==> src/rtl/branch_resolve_if.sv <==
// Request/result bundle between the ALU/decode side and fetch for branch_resolve.
// The requester (decode plus fetch) uses master and branch_resolve uses slave.
interface branch_resolve_if #(
  parameter int XLEN = 32
);
  // request side
  logic            in_valid;
  logic            in_ready;
  logic            is_branch;
  logic [2:0]      funct3;
  logic            Z;
  logic            N;
  logic            V;
  logic            C;
  logic [XLEN-1:0] pc;
  logic [XLEN-1:0] imm;
  logic            pred_taken;

  // result side
  logic            out_valid;
  logic            out_ready;
  logic            taken;
  logic [XLEN-1:0] next_pc;
  logic [XLEN-1:0] target;
  logic            mispredict;
  logic            misaligned;
  logic            illegal;

  modport master (
    output in_valid, is_branch, funct3, Z, N, V, C, pc, imm, pred_taken, out_ready,
    input  in_ready, out_valid, taken, next_pc, target, mispredict, misaligned, illegal
  );

  modport slave (
    input  in_valid, is_branch, funct3, Z, N, V, C, pc, imm, pred_taken, out_ready,
    output in_ready, out_valid, taken, next_pc, target, mispredict, misaligned, illegal
  );
endinterface

==> src/rtl/branch_resolve.sv <==
// Resolves RISC-V conditional branches and jumps from the ALU compare flags.
// It computes next PC and mispredict, and holds the result in a one-deep valid/ready register.
module branch_resolve #(
  parameter int XLEN  = 32,
  parameter int CNT_W = 16
) (
  input  logic              clk,
  input  logic              rst,
  branch_resolve_if.slave   bus,
  output logic [CNT_W-1:0]  branch_cnt,
  output logic [CNT_W-1:0]  mispred_cnt
);

  typedef enum logic [2:0] {
    F3_BEQ  = 3'b000,
    F3_BNE  = 3'b001,
    F3_BLT  = 3'b100,
    F3_BGE  = 3'b101,
    F3_BLTU = 3'b110,
    F3_BGEU = 3'b111
  } funct3_e;

  localparam logic [CNT_W-1:0] CNT_MAX = {CNT_W{1'b1}};

  logic            accept;
  logic            cond;
  logic            taken_c;
  logic            illegal_c;
  logic            mispredict_c;
  logic            misaligned_c;
  logic [XLEN-1:0] target_c;
  logic [XLEN-1:0] seq_pc_c;
  logic [XLEN-1:0] next_pc_c;

  logic            out_valid_q;
  logic            taken_q;
  logic            mispredict_q;
  logic            misaligned_q;
  logic            illegal_q;
  logic [XLEN-1:0] target_q;
  logic [XLEN-1:0] next_pc_q;

  // The slot is free when it is empty, or when its current result leaves this cycle.
  assign bus.in_ready = !out_valid_q || bus.out_ready;
  assign accept       = bus.in_valid && bus.in_ready;

  // Condition decode. Unconditional jumps ignore funct3. The reserved funct3 values
  // 010 and 011 resolve as not taken and flag illegal.
  always_comb begin
    // NOTE: every variable gets a default before the case so no path leaves it unassigned (no latch).
    cond      = 1'b0;
    illegal_c = 1'b0;
    if (!bus.is_branch) begin
      cond = 1'b1;
    end else begin
      unique case (bus.funct3)
        F3_BEQ:  cond = bus.Z;
        F3_BNE:  cond = !bus.Z;
        F3_BLT:  cond = bus.N ^ bus.V;
        F3_BGE:  cond = !(bus.N ^ bus.V);
        F3_BLTU: cond = !bus.C;
        F3_BGEU: cond = bus.C;
        default: illegal_c = 1'b1;
      endcase
    end
  end

  // Address arithmetic wraps modulo 2^XLEN.
  always_comb begin
    target_c     = bus.pc + bus.imm;
    seq_pc_c     = bus.pc + XLEN'(4);
    taken_c      = cond;
    next_pc_c    = taken_c ? target_c : seq_pc_c;
    mispredict_c = taken_c != bus.pred_taken;
    misaligned_c = taken_c && (target_c[1:0] != 2'b00);
  end

  // Result register. Reset discards any result still waiting and takes priority over the handshake.
  always_ff @(posedge clk) begin
    if (rst) begin
      // NOTE: the data fields are reset too, because they are visible outputs with defined reset values.
      out_valid_q  <= 1'b0;
      taken_q      <= 1'b0;
      mispredict_q <= 1'b0;
      misaligned_q <= 1'b0;
      illegal_q    <= 1'b0;
      target_q     <= '0;
      next_pc_q    <= '0;
    end else if (accept) begin
      // NOTE: sequential state uses non-blocking assignments so every register updates from pre-edge values.
      out_valid_q  <= 1'b1;
      taken_q      <= taken_c;
      mispredict_q <= mispredict_c;
      misaligned_q <= misaligned_c;
      illegal_q    <= illegal_c;
      target_q     <= target_c;
      next_pc_q    <= next_pc_c;
    end else if (bus.out_ready) begin
      out_valid_q  <= 1'b0;
    end
  end

  // Performance counters advance on accept only and saturate instead of wrapping.
  always_ff @(posedge clk) begin
    if (rst) begin
      branch_cnt  <= '0;
      mispred_cnt <= '0;
    end else if (accept) begin
      if (branch_cnt != CNT_MAX) begin
        branch_cnt <= branch_cnt + CNT_W'(1);
      end
      if (mispredict_c && (mispred_cnt != CNT_MAX)) begin
        mispred_cnt <= mispred_cnt + CNT_W'(1);
      end
    end
  end

  assign bus.out_valid  = out_valid_q;
  assign bus.taken      = taken_q;
  assign bus.mispredict = mispredict_q;
  assign bus.misaligned = misaligned_q;
  assign bus.illegal    = illegal_q;
  assign bus.target     = target_q;
  assign bus.next_pc    = next_pc_q;

endmodule

==> src/flat_wrapper.sv <==
// flat-port wrapper written by rule: the top's interface ports become plain ports
module branch_resolve_flat 
#(
  parameter int XLEN  = 32,
  parameter int CNT_W = 16
)
  (clk, rst, branch_cnt, mispred_cnt, bus_in_valid, bus_is_branch, bus_funct3, bus_Z, bus_N, bus_V, bus_C, bus_pc, bus_imm, bus_pred_taken, bus_out_ready, bus_in_ready, bus_out_valid, bus_taken, bus_next_pc, bus_target, bus_mispredict, bus_misaligned, bus_illegal);
  branch_resolve_if #(.XLEN(XLEN)) bus_i ();
  input  logic clk;
  input  logic rst;
  output logic [CNT_W-1:0] branch_cnt;
  output logic [CNT_W-1:0] mispred_cnt;
  input wire logic [$bits(bus_i.in_valid)-1:0] bus_in_valid;
  input wire logic [$bits(bus_i.is_branch)-1:0] bus_is_branch;
  input wire logic [$bits(bus_i.funct3)-1:0] bus_funct3;
  input wire logic [$bits(bus_i.Z)-1:0] bus_Z;
  input wire logic [$bits(bus_i.N)-1:0] bus_N;
  input wire logic [$bits(bus_i.V)-1:0] bus_V;
  input wire logic [$bits(bus_i.C)-1:0] bus_C;
  input wire logic [$bits(bus_i.pc)-1:0] bus_pc;
  input wire logic [$bits(bus_i.imm)-1:0] bus_imm;
  input wire logic [$bits(bus_i.pred_taken)-1:0] bus_pred_taken;
  input wire logic [$bits(bus_i.out_ready)-1:0] bus_out_ready;
  output wire logic [$bits(bus_i.in_ready)-1:0] bus_in_ready;
  output wire logic [$bits(bus_i.out_valid)-1:0] bus_out_valid;
  output wire logic [$bits(bus_i.taken)-1:0] bus_taken;
  output wire logic [$bits(bus_i.next_pc)-1:0] bus_next_pc;
  output wire logic [$bits(bus_i.target)-1:0] bus_target;
  output wire logic [$bits(bus_i.mispredict)-1:0] bus_mispredict;
  output wire logic [$bits(bus_i.misaligned)-1:0] bus_misaligned;
  output wire logic [$bits(bus_i.illegal)-1:0] bus_illegal;
  assign bus_i.in_valid = bus_in_valid;
  assign bus_i.is_branch = bus_is_branch;
  assign bus_i.funct3 = bus_funct3;
  assign bus_i.Z = bus_Z;
  assign bus_i.N = bus_N;
  assign bus_i.V = bus_V;
  assign bus_i.C = bus_C;
  assign bus_i.pc = bus_pc;
  assign bus_i.imm = bus_imm;
  assign bus_i.pred_taken = bus_pred_taken;
  assign bus_i.out_ready = bus_out_ready;
  assign bus_in_ready = bus_i.in_ready;
  assign bus_out_valid = bus_i.out_valid;
  assign bus_taken = bus_i.taken;
  assign bus_next_pc = bus_i.next_pc;
  assign bus_target = bus_i.target;
  assign bus_mispredict = bus_i.mispredict;
  assign bus_misaligned = bus_i.misaligned;
  assign bus_illegal = bus_i.illegal;
  branch_resolve #(.XLEN(XLEN), .CNT_W(CNT_W)) u_core (.clk(clk), .rst(rst), .bus(bus_i), .branch_cnt(branch_cnt), .mispred_cnt(mispred_cnt));
endmodule
==> config.mk <==
export PLATFORM = sky130hd
export DESIGN_NAME = branch_resolve_flat
export DESIGN_NICKNAME = d
export VERILOG_FILES = /design/src/rtl/branch_resolve_if.sv /design/src/rtl/branch_resolve.sv /design/src/flat_wrapper.sv
export SDC_FILE = /design/constraint.sdc
export NUM_CORES = 1
export LEC_CHECK = 0
export CORE_ASPECT_RATIO = 1.1
export CORE_MARGIN = 2
export CORE_UTILIZATION = 44
export CTS_CLUSTER_DIAMETER = 80
export CTS_CLUSTER_SIZE = 30
export DETAILED_ROUTE_END_ITERATION = 16
export GPL_ROUTABILITY_DRIVEN = 0
export PLACE_DENSITY = 0.78
export SLEW_MARGIN = 30
export SYNTH_ARGS = -nofsm -noshare
export SYNTH_HDL_FRONTEND = slang
export SYNTH_SLANG_ARGS = --single-unit
==> constraint.sdc <==
create_clock -name clk -period 3.3 [get_ports clk]
set_input_delay 0.99 -clock clk [delete_from_list [all_inputs] [get_ports clk]]
set_output_delay 0.99 -clock clk [all_outputs]
set_load 0.02 [all_outputs]
# Word level (Yosys, flattened, before mapping)
# Index checks and enable logic that the tools add are counted.
op_classes:
  mux: 7
  n_bitwise: 1
  n_addsub: 4
  n_reduce_logical: 14
  eq_ne: 8
ops:
  columns: ["op", "n"]
  rows:
  - ["adder 16 x 1 -> 16 bit (second input constant)", 2]
  - ["adder 32 x 3 -> 32 bit (second input constant)", 1]
  - ["adder 32 bit", 1]
  - ["2-to-1 mux 32 bit", 1]
  - ["inequality test 16 bit (second input constant)", 2]
  - ["== test 3 bit (second input constant)", 4]
  - ["case mux 1 bit (6 select lines)", 1]
  - ["OR reduction 6 bit", 1]
  - ["2-to-1 mux 1 bit", 5]
  - ["zero test 1 bit", 4]
  - ["AND reduction 2 bit", 2]
  - ["nonzero test 2 bit", 2]
  - ["== test 3 x 1 -> 1 bit (second input constant)", 1]
  - ["logical AND 1 bit", 3]
  - ["zero test 3 bit", 1]
  - ["logical OR 1 bit", 1]
  - ["inequality test 1 bit", 1]
  - ["bitwise XOR 1 bit", 1]
word_totals:
  elab_cells: 43
  ff_bits: 101
  output_inout_bits: 102

# Depth between registers and ports, before layout
# Gate-level depths: netlist (run 1).
depth:
  word_depth: 7
  mapped_depth: 11

# Least setup slack after synthesis (run 1)
# Ideal clock, no wire load.
synth_timing:
  path_type: "in2reg"
  startpoint: "in bus_imm[0]"
  endpoint: "reg u_core.next_pc_q[30], in the netlist u_core.bus.next_pc[30]"
  arrival_ns: 3.422
  t_required_ns: 3.205
  cell_stages: 11
  slack_ns: -0.217
  n_path_buf: 0
  cell_sequence: "ha_1 -> fa_1 -> a21o_1 -> a21o_1 -> o21ai_0 -> nand3_1 -> a311oi_1 -> nor2_1 -> a211oi_1 -> xor2_1 -> a221oi_1"
synth_via:
  elab_chain_len: 2
synth_rtl:
  columns: ["item", "line_no", "source"]
  rows:
  - ["start: declaration", "flat_wrapper.sv:21", "input wire logic [$bits(bus_i.imm)-1:0] bus_imm;"]
  - ["adder 32 bit", "branch_resolve.sv:70", "target_c = bus.pc + bus.imm;"]
  - ["2-to-1 mux 32 bit", "branch_resolve.sv:73", "next_pc_c = taken_c ? target_c : seq_pc_c;"]
  - ["end signal: assignment", "branch_resolve.sv:97", "next_pc_q <= next_pc_c;"]
  - ["end: declaration", "branch_resolve.sv:41", "logic [XLEN-1:0] next_pc_q;"]
# Every way passes these cells.
# A chain may end at the register's enable or synchronous reset.

# Final worst setup path (run 1)
layout_timing:
  startpoint: "in bus_pc[19]"
  endpoint: "reg u_core.next_pc_q[30], in the netlist u_core.bus.next_pc[30]"
layout_via:
  elab_chain_len: 2
  elab_cells_between_ends: 3
layout_rtl:
  columns: ["item", "line_no", "source"]
  rows:
  - ["start: declaration", "flat_wrapper.sv:20", "input wire logic [$bits(bus_i.pc)-1:0] bus_pc;"]
  - ["adder 32 x 3 -> 32 bit / adder 32 bit (equally long branches)", "branch_resolve.sv:71, branch_resolve.sv:70", null]
  - ["2-to-1 mux 32 bit (*)", "branch_resolve.sv:73", null]
# Mark *: on every way between the ends. The rest lies on a longest branch, timed or not.

==> results of run 1 <==
[cells by family (layout without fill, tap and decap cells)]
| logic type | Yosys count | after routing | share of synthesized area |
|---|---|---|---|
| flops | 101 | 101 | 0.329 |
| mux | 6 | 6 | 0.00977 |
| xor+xnor | 72 | 72 | 0.103 |
| simple gates | 340 | 340 | 0.264 |
| compound gates | 190 | 190 | 0.197 |
| fa+ha+maj | 35 | 35 | 0.0724 |
| buf+inv | 41 | 326 | 0.0250 |
[cell usage after synthesis, types with 11 or more instances]
| library cell | count |
|---|---|
| nor2_1 | 87 |
| clkbuf_1 | 24 |
| o21ai_0 | 37 |
| nand2_1 | 115 |
| inv_1 | 11 |
| or3_1 | 17 |
| nand3_1 | 42 |
| nor3_1 | 15 |
| xor2_1 | 38 |
| ha_1 | 34 |
| xnor2_1 | 34 |
| o211ai_1 | 12 |
| a21oi_1 | 77 |
| dfxtp_1 | 101 |
| nand4_1 | 12 |
[repair_timing]
| action | CTS | global route |
|---|---|---|
| hold endpoints to repair | 0 | 0 |
| pin swaps | 22 | 23 |
| setup buffers | 6 | 2 |
| resized for setup | 45 | 28 |
| setup endpoints to repair | 19 | 19 |
[state kept, by name, summed over array words and instances, names as in the netlist]
signal and count:
u_core.bus.mispredict 1, u_core.bus.taken 1, u_core.bus.illegal 1, u_core.mispred_cnt 16, u_core.bus.misaligned 1, u_core.bus.next_pc 32, u_core.bus.out_valid 1, u_core.branch_cnt 16
u_core.bus.target 32
[power groups by stage]
stage | combinational [mW] | sequential, mW | clock (mW)
finish | 1.29 | 1.37 | 1.20
CTS | 1.24 | 1.37 | 1.22
global placement | 1.18 | 1.39 | 0
floorplan | 0.498 | 1.49 | 0
detailed placement | 1.20 | 1.39 | 0
global route | 1.38 | 1.38 | 1.27
[metal layers]
| metal | routed length [µm] | vias up |
|---|---|---|
| met2 | 9820 | 306 |
| li1 | - | 3369 |
| met4 | 758 | 0 |
| met3 | 1310 | 56 |
| met1 | 8710 | 3192 |
| met5 | 0 | - |
[path summary, 6_finish.rpt]
path / from / endpoint / depth (start not counted)
max: bus_pc[19] / u_core.bus.next_pc[30] / 11
min: u_core.bus.illegal / u_core.bus.illegal / 2
max reg2reg: u_core.branch_cnt[7] / u_core.branch_cnt[10] / 9
min reg2reg: u_core.bus.illegal / u_core.bus.illegal / 2
[per-stage QoR]
stage                     power [mW]  setup WS [ps]  setup TNS, ps
after floorplan                 1.99           16.9              0
after global placement          2.57           -662         -13330
after detailed placement        2.59           -758         -15980
after CTS                       3.82           1.08              0
after global routing            4.03          -23.8          -29.4
final                           3.85           83.4              0
[worst register-to-register path: cells and delay by family (launching register included)]
family	cells	cell delay, ps
AOI/OAI and AO/OA	1	340
xor gates and xnor gates	1	150
DFF	1	420
and+or+nand+nor	7	1230
[final cells by class]
class,instances,area share
clock inverter,5,0.00844
multi-input combinational,643,0.446
timing repair buffer,298,0.280
tap,188,0.0244
inverter,12,0.00467
clock buffer,11,0.0262
sequential,101,0.210
==> impl_metrics.env, run 1 <==
export IMPL_fin_crit_sh=0.975
export IMPL_slowest_delay_ps=520
export IMPL_peakVddDrop_mv=0.265
export IMPL_cp_cell_sequence="clkdlybuf4s50_1, ha_4, a21oi_2, nor2b_1, nor4b_2, nand3_2, a311oi_2, nor2_2, a211oi_2, xor2_1, a221oi_1"
export IMPL_dp_cells=1234
export IMPL_numCtsBuffers=9
export IMPL_finalNetCount=1177
export IMPL_timing_slew_headroom=0.492
export IMPL_p_sw_mw=1.21
export IMPL_detail_route_antenna_nets=0
export IMPL_grt_overflow_total=0
export IMPL_holdBufCountCts=0
export IMPL_final_cell_mix="clkdlybuf4s50_1, buf_4, nand2_1"
export IMPL_fin_skew_ps=4.40
export IMPL_io_pins=179
export IMPL_viasPerCell=5.50
export IMPL_cts_root_buf="clkbuf_16"
export IMPL_clk_latency_ps=350
export IMPL_hpwl_mm=14.8
export IMPL_synth_top_cell_area_share=0.329
export IMPL_wl_per_cell_um=16.4
export IMPL_placed_area_um2=8970
export IMPL_cts_sinks=101
export IMPL_ys_flop_type="dfxtp_1"
export IMPL_slew_violations=0
export IMPL_synth_area_leaders="dfxtp_1, nand2_1, ha_1, a21oi_1, xor2_1"
export IMPL_async_flop_share=0
export IMPL_antenna_found_initial=0
export IMPL_drtIter0Drc=498
export IMPL_setup_violations=0
export IMPL_tightest_slew_ps=761
export IMPL_synth_seq_cells=101
export IMPL_cts_tree="done"
export IMPL_p_leak_nw=3.76
export IMPL_yosys_area_top_type="dfxtp_1"
export IMPL_num_antenna_cells=0
export IMPL_syn_avg_cell_area_um2=7.83
export IMPL_n_fill_cell=1123
export IMPL_hold_slack_ps=455
export IMPL_synth_edf_count=0
export IMPL_busiest_layer="met2"
export IMPL_grt_pass1_vias=6523
export IMPL_syn_nets=897
export IMPL_use_met2=0.444
export IMPL_final_util=0.701
export IMPL_port_buffers=178
export IMPL_grt_pass1_wl_mm=31.6
export IMPL_vias=6923
export IMPL_ctsHtreeMaxLevel=3
export IMPL_crit_path_start_kind="primary input"
export IMPL_die_area_um2=14900
export IMPL_critPathRequiredTime_ps=3560
export IMPL_power_frac_seq=0.355
export IMPL_switching_share=0.314
export IMPL_die_width_um=117
export IMPL_r2r_slack_ps=1050
export IMPL_power_density_nw_per_um2=400
export IMPL_yosys_warnings=0
export IMPL_synth_cells=785
export IMPL_layout_cells_non_filler=1258
export IMPL_die_y_um=128
export IMPL_worstSetupEndpointType="register"
export IMPL_fp_row_count=45
export IMPL_remaining_drc_errors=0
export IMPL_cp_top_family="compound AO/OA/AOI/OAI gates"
export IMPL_outcome="finished clean"
export IMPL_wl_mm=20.6
export IMPL_met3_usage=0.0435
export IMPL_holdCritPathClass="reg2reg"
export IMPL_drive_gt1_frac=0.181
export IMPL_ys_seq_area_frac=0.329
export IMPL_cp_slowest_cell="clkdlybuf4s50_1"
export IMPL_critPathMaxFanout=2
export IMPL_crit_type="in2reg"
export IMPL_worst_path_buf_inv=1
export IMPL_max_cap_violations=0
export IMPL_syn_area_um2=6150
export IMPL_grt_max_degree=51
export IMPL_power_frac_clock=0.311
export IMPL_multi_input_area_um2=4300
export IMPL_areaGrowthSynthToFinish_pct=56.7
export IMPL_grt_total_usage=0.265
export IMPL_final_common_cell="clkdlybuf4s50_1"
export IMPL_firstDrtPassIters=5
export IMPL_regArea_um2=2020
export IMPL_fmax_ghz=0.311
export IMPL_fin_crit_ps=3220
export IMPL_finalHoldViolations=0
export IMPL_clk_pin_slew_ps=70
export IMPL_clock_path_buffers=2
export IMPL_core_um2=13700
export IMPL_synth_cell_types=58
export IMPL_combPwrFrac=0.334
export IMPL_p_int_mw=2.64
export IMPL_grtUsageMet1=0.331
export IMPL_final_area_um2=9640
export IMPL_arrival_ps=3480
export IMPL_start_util=0.448
Note: power is estimated with default switching activity, not from simulation.
==> run 2: changes to the inputs <==
Settings changed: CTS_CLUSTER_DIAMETER 80 to not set, MAX_ROUTING_LAYER set to met4.
==> impl_metrics.env, run 2 (synthesis results as in run 1) <==
export IMPL_critPathLaunch="bus_pc[19]"
export IMPL_die_area_um2=14900
export IMPL_timing_slew_headroom=0.502
export IMPL_grt_overflow_total=0
export IMPL_power_density_nw_per_um2=400
export IMPL_fp_row_count=45
export IMPL_crit_path_start_kind="primary input"
export IMPL_grt_pass1_wl_mm=31.6
export IMPL_worstReg2RegStart="u_core.mispred_cnt[0]"
export IMPL_final_area_um2=9650
export IMPL_grt_max_degree=51
export IMPL_clk_latency_ps=350
export IMPL_max_cap_violations=0
export IMPL_finalHoldViolations=0
export IMPL_hold_path_startpoint="u_core.bus.target[13]"
export IMPL_dp_cells=1234
export IMPL_areaGrowthSynthToFinish_pct=56.9
export IMPL_io_pins=179
export IMPL_num_antenna_cells=0
export IMPL_grt_total_usage=0.273
export IMPL_fmax_ghz=0.310
export IMPL_holdCritPathClass="reg2reg"
export IMPL_finalNetCount=1178
export IMPL_n_fill_cell=1119
export IMPL_ctsHtreeMaxLevel=3
export IMPL_cts_root_buf="clkbuf_16"
export IMPL_fin_skew_ps=3.85
export IMPL_final_cell_mix="clkdlybuf4s50_1, buf_4, nand2_1"
export IMPL_cp_cell_sequence="clkdlybuf4s50_1, ha_4, a21oi_2, nor2b_1, nor4b_2, nand3_2, a311oi_2, nor2_2, a211oi_2, xor2_1, a221oi_1"
export IMPL_p_leak_nw=3.76
export IMPL_peakVddDrop_mv=0.264
export IMPL_p_total_mw=3.86
export IMPL_fin_crit_ps=3220
export IMPL_hold_slack_ps=455
export IMPL_arrival_ps=3490
export IMPL_fin_crit_sh=0.977
export IMPL_critPathMaxFanout=2
export IMPL_viasPerCell=5.55
export IMPL_slew_violations=0
export IMPL_placed_area_um2=8970
export IMPL_layout_cells_non_filler=1259
export IMPL_die_y_um=128
export IMPL_crit_type="in2reg"
export IMPL_critPathRequiredTime_ps=3570
export IMPL_drtIter0Drc=551
export IMPL_port_buffers=178
export IMPL_cp_slowest_cell="clkdlybuf4s50_1"
export IMPL_numCtsBuffers=9
export IMPL_grt_pass1_vias=6516
export IMPL_firstDrtPassIters=5
export IMPL_worst_path_buf_inv=1
export IMPL_vias=6989
export IMPL_outcome="finished clean"
export IMPL_start_util=0.448
export IMPL_cp_top_family="compound AO/OA/AOI/OAI gates"
export IMPL_setup_violations=0
export IMPL_cts_tree="done"
export IMPL_slowest_delay_ps=520
export IMPL_drive_gt1_frac=0.182
export IMPL_wl_per_cell_um=16.4
export IMPL_worstSetupEndpointType="register"
export IMPL_remaining_drc_errors=0
export IMPL_clock_path_buffers=2
export IMPL_core_um2=13700
export IMPL_die_width_um=117
export IMPL_antenna_found_initial=0
export IMPL_final_common_cell="clkdlybuf4s50_1"
export IMPL_final_util=0.702
export IMPL_hpwl_mm=14.8
export IMPL_holdBufCountCts=0
export IMPL_wl_mm=20.7
export IMPL_cts_sinks=101
export IMPL_tightest_slew_ps=746
export IMPL_detail_route_antenna_nets=0
export IMPL_clk_pin_slew_ps=70
run 2: cell count changes in the layout (fill, tap and decap cells not counted), sizes merged:
cell,previous run,this run
clkdlybuf4s15,1,4
dlygate4sd2,19,16
buf,121,122
run 2: path summary, 6_finish.rpt:
check / endpoint / slack, ps / cells after the start
max: u_core.bus.next_pc[30] / 80 / 11
max reg2reg: u_core.mispred_cnt[11] / 1050 / 11
min: u_core.bus.target[13] / 450 / 2
min reg2reg: u_core.bus.target[13] / 450 / 2
run 2: worst reg2reg max path, cell delays in order (launching register included):
cell and delay, ps:
dfxtp_1 460, ha_1 240, nand2_1 80, nor3_1 170, nor4b_1 510, nor4_4 80, nand4_4 140, nor2_2 60
buf_4 140, nand2_1 70, xor2_1 150, nor2_1 50
run 2: area by class of cell:
cell class,count,area (µm²),share of cell area
sequential,101,2020,0.210
tap,188,235,0.0244
clock buffer,11,253,0.0262
inverter,12,45.0,0.00467
timing repair buffer,299,2710,0.281
clock inverter,5,81.3,0.00843
multi-input combinational,643,4300,0.446
run 2: per-stage QoR:
step,worst slack [ps],TNS [ps]
floorplan,16.9,0
global placement,-662,-13330
detailed placement,-758,-15980
CTS,1.08,0
global route,-23.7,-36.7
finish,75.6,0
run 2: metal layers:
| metal | global-route usage | share of wire |
|---|---|---|
| met3 | 0.0407 | 0.065 |
| met5 | - | 0 |
| met1 | 0.333 | 0.42 |
| met4 | 0.123 | 0.036 |
| met2 | 0.445 | 0.48 |
run 2: power by group:
| group | internal [mW] | switching, mW | total [mW] |
|---|---|---|---|
| sequential | 1.31 | 0.0570 | 1.37 |
| clock | 0.708 | 0.493 | 1.20 |
| combinational | 0.627 | 0.662 | 1.29 |
run 2: repair_timing:
item,CTS,global route
endpoints found under the setup margin,19,19
hold endpoints to repair,0,0
setup buffers,6,3
gates resized for setup,45,31
pin swaps,22,25
gates cloned,0,0
==> run 3: changes to the inputs <==
Settings changed: CORE_MARGIN 2 to 10, CTS_CLUSTER_DIAMETER set to 100, GPL_TIMING_DRIVEN set to 0.
==> impl_metrics.env, run 3 (synthesis results as in run 1) <==
export IMPL_combPwrFrac=0.325
export IMPL_dp_cells=1150
export IMPL_fin_skew_ps=10.8
export IMPL_final_common_cell="clkdlybuf4s50_1"
export IMPL_layout_cells_non_filler=1191
export IMPL_port_buffers=177
export IMPL_multi_input_area_um2=4400
export IMPL_clk_latency_ps=350
export IMPL_num_antenna_cells=0
export IMPL_fp_row_count=45
export IMPL_violations="setup timing"
export IMPL_firstDrtPassIters=5
export IMPL_slowest_delay_ps=410
export IMPL_grt_pass1_wl_mm=34.5
export IMPL_clk_pin_slew_ps=70
export IMPL_critPathRequiredTime_ps=3560
export IMPL_worstSetupEndpointType="register"
export IMPL_holdBufCountCts=0
export IMPL_detail_route_antenna_nets=0
export IMPL_crit_top_cell="a211oi_2"
export IMPL_crit_path_start_kind="primary input"
export IMPL_tightest_slew_ps=720
export IMPL_regArea_um2=2020
export IMPL_fmax_ghz=0.299
export IMPL_tns_ps=-45.3
export IMPL_power_density_nw_per_um2=413
export IMPL_p_sw_mw=1.21
export IMPL_cts_root_buf="clkbuf_16"
export IMPL_drive_gt1_frac=0.129
export IMPL_holdCritPathClass="reg2reg"
export IMPL_remaining_drc_errors=0
export IMPL_fin_crit_sh=1.01
export IMPL_grt_overflow_total=0
export IMPL_worst_path_buf_inv=2
export IMPL_drtIter0Drc=508
export IMPL_wl_per_cell_um=19.0
export IMPL_vias=6745
export IMPL_wl_mm=22.6
export IMPL_cp_cell_sequence="clkbuf_2, ha_4, buf_4, a211oi_2, nor2_1, o211ai_1, nand3_2, a311oi_4, nor2_4, a211oi_2, xor2_1, a221oi_1"
export IMPL_grt_pass1_vias=6647
export IMPL_cts_sinks=101
export IMPL_setup_violations=1
export IMPL_slew_violations=0
export IMPL_die_area_um2=19100
export IMPL_p_int_mw=2.54
export IMPL_setup_ws_ps=-45.3
export IMPL_power_frac_seq=0.366
export IMPL_clock_path_buffers=2
export IMPL_antenna_found_initial=0
export IMPL_arrival_ps=3600
export IMPL_peakVddDrop_mv=0.275
export IMPL_finalHoldViolations=0
export IMPL_die_width_um=133
export IMPL_rsz0062_at_grt="true"
export IMPL_start_util=0.448
export IMPL_fin_crit_ps=3350
export IMPL_areaGrowthSynthToFinish_pct=47.8
export IMPL_power_frac_clock=0.309
export IMPL_viasPerCell=5.66
export IMPL_grt_total_usage=0.229
export IMPL_finalNetCount=1110
export IMPL_io_pins=179
export IMPL_p_leak_nw=3.37
export IMPL_timing_slew_headroom=0.520
export IMPL_crit_type="in2reg"
export IMPL_critPathMaxFanout=3
export IMPL_numCtsBuffers=9
export IMPL_cts_tree="done"
export IMPL_dp_slack_ps=-905
export IMPL_cp_top_family="compound AO/OA/AOI/OAI gates"
export IMPL_n_fill_cell=1192
export IMPL_grt_max_degree=17
export IMPL_hpwl_mm=16.8
export IMPL_max_cap_violations=0
export IMPL_p_total_mw=3.75
export IMPL_hold_slack_ps=453
export IMPL_cp_slowest_cell="a311oi_4"
export IMPL_outcome="finished, violations left"
export IMPL_die_y_um=144
export IMPL_final_cell_mix="clkdlybuf4s50_1, nand2_1, dfxtp_1"
export IMPL_ctsHtreeMaxLevel=3
export IMPL_switching_share=0.322
export IMPL_core_um2=13700
-- run 3: cell count changes in the layout (fill, tap and decap cells not counted), sizes merged --
cell	previous run	this run
clkdlybuf4s15	4	0
inv	13	12
clkinvlp	1	2
dlygate4sd2	16	6
clkbuf	14	45
dlymetal6s2s	5	7
buf	122	42
clkdlybuf4s50	149	142
-- run 3: final timing paths --
kind	start	endpoint	slack, ps	cells past startpoint
hold reg to reg	u_core.bus.next_pc[4]	u_core.bus.next_pc[4]	450	2
setup reg to reg	u_core.mispred_cnt[0]	u_core.mispred_cnt[9]	900	10
setup / recovery	bus_imm[8]	u_core.bus.next_pc[30]	-50	12
hold / removal	u_core.bus.next_pc[4]	u_core.bus.next_pc[4]	450	2
-- run 3: what timing repair did --
action | CTS | global route
gates cloned | 0 | 0
gates resized for setup | 80 | 106
pin swaps | 26 | 37
endpoints found under the setup margin | 47 | 39
buffers inserted | 17 | 10
-- run 3: final cells by class --
| cell class | count | area share |
|---|---|---|
| Timing Repair Buffer | 204 | 0.214 |
| Clock buffer | 11 | 0.0267 |
| Buffer | 27 | 0.0121 |
| Multi-Input combinational cell | 643 | 0.484 |
| Inverter | 12 | 0.00496 |
| Tap cell | 188 | 0.0259 |
| Sequential cell | 101 | 0.223 |
| Clock inverter | 5 | 0.00923 |
-- run 3: power groups by stage --
stage / Combinational [mW] / Sequential, mW / Clock [mW]
final: 1.22 / 1.37 / 1.16
after global routing: 1.30 / 1.38 / 1.22
after CTS: 1.14 / 1.37 / 1.17
after detailed placement: 1.07 / 1.40 / 0
after global placement: 1.06 / 1.40 / 0
after floorplan: 0.498 / 1.49 / 0
-- run 3: metrics by stage --
stage / cell area, µm² / util
2_1_floorplan: 6160 / -
3_3_place_gp: 8170 / 0.595
3_5_place_dp: 8170 / 0.595
4_1_cts: 8890 / 0.647
5_1_grt: 9080 / 0.661
6_report: 9080 / 0.661
-- run 3: layer usage --
layer / wire, µm / up-vias / track usage / share of wire
li1: - / 3236 / - / -
met1: 9450 / 3123 / 0.269 / 0.42
met2: 10900 / 329 / 0.392 / 0.48
met3: 1530 / 57 / 0.0385 / 0.068
met4: 660 / 0 / 0.0794 / 0.029
met5: 0 / - / - / 0
-- run 3: worst min-delay path, stage by stage, from the launching register on --
cell and delay (ps):
dfxtp_1 310, nand2_1 50, a21oi_1 50
